$ cat src/rtl/rstseq_pkg.sv
// Shared types and helpers for the four-domain reset-release sequencer.
package rstseq_pkg;

  localparam int NDOM_DEF   = 4;
  localparam int CNTW_DEF   = 8;
  localparam int ACK_TO_DEF = 255;

  typedef enum logic [2:0] {
    ST_IDLE  = 3'd0,
    ST_HOLD  = 3'd1,
    ST_WACK  = 3'd2,
    ST_DONE  = 3'd3,
    ST_SHOLD = 3'd4,
    ST_SWACK = 3'd5
  } state_t;

  // Index of the lowest set bit; 0 when nothing is set.
  function automatic logic [1:0] lowest_set(input logic [3:0] v);
    logic [1:0] r;
    casez (v)
      4'b???1: r = 2'd0;
      4'b??10: r = 2'd1;
      4'b?100: r = 2'd2;
      4'b1000: r = 2'd3;
      default: r = 2'd0;
    endcase
    return r;
  endfunction

endpackage

$ cat src/rtl/rstseq_cnt.sv
// Loadable down-counter with a terminal flag at cnt==1; load wins over decrement.
// Flag is combinational from the registered count, so it is valid one cycle after a load.
module rstseq_cnt #(
  parameter int CNTW = 8
) (
  input  logic            clk,
  input  logic            rst,
  input  logic            load,
  input  logic [CNTW-1:0] load_val,
  input  logic            dec,
  output logic            term
);

  logic [CNTW-1:0] cnt;

  always_ff @(posedge clk) begin
    if (rst) begin
      cnt <= '0;
    end else if (load) begin
      cnt <= load_val;
    end else if (dec && (cnt != '0)) begin
      cnt <= cnt - 1'b1;
    end
  end

  assign term = (cnt == CNTW'(1));

endmodule

$ cat src/rtl/rstseq04.sv
// Releases four reset domains in order 0..3 with a hold before each and an ack wait after,
// then serves soft-reset requests one domain at a time; all outputs registered.
module rstseq04
  import rstseq_pkg::*;
#(
  parameter int NDOM   = NDOM_DEF,
  parameter int CNTW   = CNTW_DEF,
  parameter int ACK_TO = ACK_TO_DEF
) (
  input  logic            clk,
  input  logic            rst,
  input  logic            start,
  input  logic [CNTW-1:0] hold_cyc,
  input  logic [NDOM-1:0] dom_ack,
  input  logic [NDOM-1:0] sw_req,
  output logic [NDOM-1:0] dom_rst_req,
  output logic            busy,
  output logic            done,
  output logic            err,
  output logic [1:0]      err_dom
);

  localparam logic [1:0] LAST_DOM = 2'(NDOM - 1);

  state_t          state, state_n;
  logic [1:0]      idx, idx_n, pick;
  logic [NDOM-1:0] pend, pend_n, req_n, pick_mask;
  logic            err_n;
  logic [1:0]      err_dom_n;
  logic            cnt_load, cnt_dec, cnt_term;
  logic [CNTW-1:0] cnt_val, hold_val;

  assign hold_val  = (hold_cyc == '0) ? CNTW'(1) : hold_cyc;
  assign pick      = lowest_set(pend);
  assign pick_mask = NDOM'(1) << pick;

  // Hold and ack-timeout never overlap, so one counter serves both.
  rstseq_cnt #(.CNTW(CNTW)) u_cnt (
    .clk      (clk),
    .rst      (rst),
    .load     (cnt_load),
    .load_val (cnt_val),
    .dec      (cnt_dec),
    .term     (cnt_term)
  );

  always_comb begin
    state_n   = state;
    idx_n     = idx;
    pend_n    = (state == ST_IDLE) ? pend : (pend | sw_req);
    req_n     = dom_rst_req;
    err_n     = err;
    err_dom_n = err_dom;
    cnt_load  = 1'b0;
    cnt_dec   = 1'b0;
    cnt_val   = hold_val;

    case (state)
      ST_IDLE: begin
        req_n = '1;
        if (start) begin
          state_n  = ST_HOLD;
          idx_n    = 2'd0;
          err_n    = 1'b0;
          cnt_load = 1'b1;
        end
      end

      ST_HOLD, ST_SHOLD: begin
        cnt_dec = 1'b1;
        if (cnt_term) begin
          req_n[idx] = 1'b0;
          cnt_load   = 1'b1;
          cnt_val    = CNTW'(ACK_TO);
          state_n    = (state == ST_HOLD) ? ST_WACK : ST_SWACK;
        end
      end

      ST_WACK, ST_SWACK: begin
        cnt_dec = 1'b1;
        // Ack is checked before expiry so a same-cycle ack wins.
        if (dom_ack[idx]) begin
          if ((state == ST_SWACK) || (idx == LAST_DOM)) begin
            state_n = ST_DONE;
          end else begin
            idx_n    = idx + 2'd1;
            cnt_load = 1'b1;
            state_n  = ST_HOLD;
          end
        end else if (cnt_term) begin
          err_n     = 1'b1;
          err_dom_n = idx;
          req_n     = '1;
          state_n   = ST_IDLE;
        end
      end

      ST_DONE: begin
        req_n = '0;
        if (start) begin
          req_n    = '1;
          pend_n   = '0;
          idx_n    = 2'd0;
          err_n    = 1'b0;
          cnt_load = 1'b1;
          state_n  = ST_HOLD;
        end else if (pend != '0) begin
          // A new request for the picked domain in this cycle stays latched.
          req_n[pick] = 1'b1;
          pend_n      = (pend & ~pick_mask) | sw_req;
          idx_n       = pick;
          cnt_load    = 1'b1;
          state_n     = ST_SHOLD;
        end
      end

      default: begin
        req_n   = '1;
        state_n = ST_IDLE;
      end
    endcase
  end

  always_ff @(posedge clk) begin
    if (rst) begin
      state       <= ST_IDLE;
      idx         <= '0;
      pend        <= '0;
      dom_rst_req <= '1;
      busy        <= 1'b0;
      done        <= 1'b0;
      err         <= 1'b0;
      err_dom     <= '0;
    end else begin
      state       <= state_n;
      idx         <= idx_n;
      pend        <= pend_n;
      dom_rst_req <= req_n;
      busy        <= state_n inside {ST_HOLD, ST_WACK, ST_SHOLD, ST_SWACK};
      done        <= state_n inside {ST_DONE, ST_SHOLD, ST_SWACK};
      err         <= err_n;
      err_dom     <= err_dom_n;
    end
  end

endmodule

$ cat config.mk
export PLATFORM = sky130hd
export DESIGN_NAME = rstseq04
export DESIGN_NICKNAME = d
export VERILOG_FILES = /design/src/rtl/rstseq_pkg.sv /design/src/rtl/rstseq_cnt.sv /design/src/rtl/rstseq04.sv
export SDC_FILE = /design/constraint.sdc
export NUM_CORES = 1
export LEC_CHECK = 0
export CAP_MARGIN = 15
export CORE_MARGIN = 5
export CORE_UTILIZATION = 45
export CTS_CLUSTER_SIZE = 14
export DETAILED_ROUTE_END_ITERATION = 7
export PLACE_DENSITY_LB_ADDON = 0.12
export SYNTH_ARGS = -nofsm -noshare
export SYNTH_HDL_FRONTEND = slang
export SYNTH_SLANG_ARGS = --single-unit
$ cat constraint.sdc
create_clock -name clk -period 4.9 [get_ports clk]
set_clock_uncertainty 0.05 [all_clocks]
set_input_delay 0.98 -clock clk [delete_from_list [all_inputs] [get_ports clk]]
set_output_delay 0.98 -clock clk [all_outputs]
set_load 0.01 [all_outputs]
==> metrics.txt <==
outcome=completed; Tmin final=2.95 ns; Die H=69.0 um; TritonCTS clock tree=built; Mapped Area=1570 um^2; # resized after CTS=0; number of global-route vias before repair=1474; Post-synth EDFFs=0; average wire per standard cell=14.9 um; Boundary Pins=28; MaxCap Viol Count=0; Slew Limit Fails=0; CTS Sinks=26; met1 global-route usage=22.3%; Longest Clk Path Bufs=2; Final Core Density=55.8%; pwr dens=267 nW/um^2; Detailed Place HPWL=2.84 mm; Via density=5.69; RD Place Congestion=0.871; largest net degree at the start of global routing=23; die width=69.0 um; ANT nets after route=0; Reg clk slew, reported paths=0.15 ns; startpoint class of the critical path=input pin; nets@finish=237; slew margin rel.=44.5%; routing usage on met3=4.22%; worst path required time=5.08 ns; grt total ovfl=0; highest clock rate=339 MHz; worst setup slack after layout=1.95 ns; Pwr Total=0.000501 W; Yosys Warn Count=0; Place WS=1.62 ns; antenna violations before repair=0; GRT busiest layer=met2; Setup TNS=0 ns; Crit Path Max Fanout=13; via count=1452; kind of critical path=in -> reg; Leakage=0.717 nW; Area growth, synth to finish=19.7%; #FFs+latches synth=26; maximum vdd drop=0.146 mV; DR iter-0 viols=101; period utilisation layout=60.3%; worst hold-check path type=reg -> reg; overall routing resource usage=16.7%; placed insts=252; core area=3360 um^2; count of cell types in the netlist=47; Post-Layout Cell Count=255; CP Data Arrival Time=3.13 ns; met2 usage in global routing=26.7%; Mapped Nets=214; Gate Count Post-Synth=188; DR pass1 iterations=4; worst slew pin tran=0.830 ns; H-tree depth=1; CTS Buf Count=3; total setup buffers inserted after CTS=0; most common flop cell mapped by yosys=dfxtp_1; Rows=21; final WL=3.79 mm; Final Hold Vio Count=0; CTS Hold Bufs=0; unrepaired setup endpoints after global routing=false; Synth Area per Inst=8.34 um^2; global-route wire length before repair=6.72 mm; Final Setup Violations=0; Residual DRC=0; CTS root buffer=clkbuf_4; Starting Density=46.6%; Die Area=4760 um^2; fraction of layout cells with a size suffix above 1=6.22%; # diodes=0; Crit. End Element=flop; port bufs=27; ys async rst share=0%; worst skew pair latency=0.32 ns; sequential share of the synthesized area=33.2%
## layout make-up
class | count | area, um^2
inverters | 21 | 78.8
multi-input cells | 132 | 927
flip-flops and latches | 26 | 520
well taps | 46 | 57.6
repair buffers | 27 | 270
clock buffers | 3 | 22.5
fillers | 345 | 1490
## final timing paths
path / endpoint / start / cells past startpoint / slack (ns)
hold / removal: err$_SDFFE_PP0P_ / err$_SDFFE_PP0P_ / 2 / 0.42
setup reg to reg: u_cnt.cnt[5]$_SDFFE_PP0P_ / state[2]$_SDFF_PP0_ / 5 / 2.34
hold reg to reg: err$_SDFFE_PP0P_ / err$_SDFFE_PP0P_ / 2 / 0.42
setup / recovery: u_cnt.cnt[5]$_SDFFE_PP0P_ / start / 5 / 1.95
## flip-flops by register name, indices dropped and copies added, names as in the netlist
signal and cells:
busy 1, dom_rst_req 4, done 1, err 1, err_dom 2, idx 2, pend 4, state 3
u_cnt.cnt 8
## logic make-up (layout without fill, tap and decap cells)
logic type | Yosys count | in the layout | synth area share, %
multiplexers | 4 | 4 | 3.43
adder cells (fa/ha/maj) | 7 | 7 | 5.59
AND/OR/NAND/NOR | 55 | 55 | 18.8
flip-flops | 26 | 26 | 33.2
AO/OA/AOI/OAI | 57 | 57 | 26.3
buffers and inverters | 30 | 51 | 7.66
XOR/XNOR | 9 | 9 | 5.03
## cells in the mapped netlist, drive strengths merged, types with 2 or more instances
library cell  count  area share (%)
nor3              4             1.3
nand4             3             1.2
ha                7             5.6
inv              21             5.0
clkbuf            5             1.2
a31oi             2            0.80
nand2             6             1.4
a41oi             2             1.1
a21oi            19             6.5
mux2i             2             1.3
o211a             2             1.3
nand2b            2            0.80
nand3b            3             1.4
o211ai            4             1.9
a221oi            8             4.9
nor4              5             2.4
o21ai            10             3.2
nand3             5             1.6
buf               4             1.4
or2               2            0.80
xor2              7             3.9
dfxtp            26              33
nor2             18             4.3
xnor2             2             1.1
## cells in the final DEF, fill, tap and decap left out, drive strengths merged, types with 3 or more instances in the layout
cell and instances:
xor2 7, nand4 3, dfxtp 26, o21ai 10, clkdlybuf4s50 27, inv 21, a221oi 8, nor4 5
a21oi 19, nor2 18, nand3 5, ha 7, o211ai 4, nor3 4, nand2 6, clkbuf 3
nand3b 3
## routing by layer
layer / up-vias / routed length, um / share of wire, %
met5: - / 0 / 0
met4: 0 / 63 / 1.7
met3: 6 / 162 / 4.3
met2: 46 / 1770 / 47
met1: 674 / 1800 / 47
li1: 726 / - / -
## power by group
part           switching (W)  total (W)  leakage, nW  internal (W)
sequential         0.0000257   0.000257        0.214      0.000231
clock              0.0000641  0.0000929       0.0138     0.0000288
combinational      0.0000799   0.000151        0.489     0.0000713
total               0.000170   0.000501        0.717      0.000331
## critical path, stage by stage
cell             delay (ns)
clkdlybuf4s50_1        0.68
nor2_1                 0.16
a2111oi_4              0.78
a21oi_2                0.20
a221oi_1               0.32
## per-stage QoR
step	hold slack, ns	cell area (um^2)
2_1_floorplan	0.431	1570
3_3_place_gp	0.396	1850
3_5_place_dp	0.400	1850
4_1_cts	0.419	1880
5_1_grt	0.479	1880
6_report	0.416	1880
Note: power is estimated with default switching activity, not from simulation.
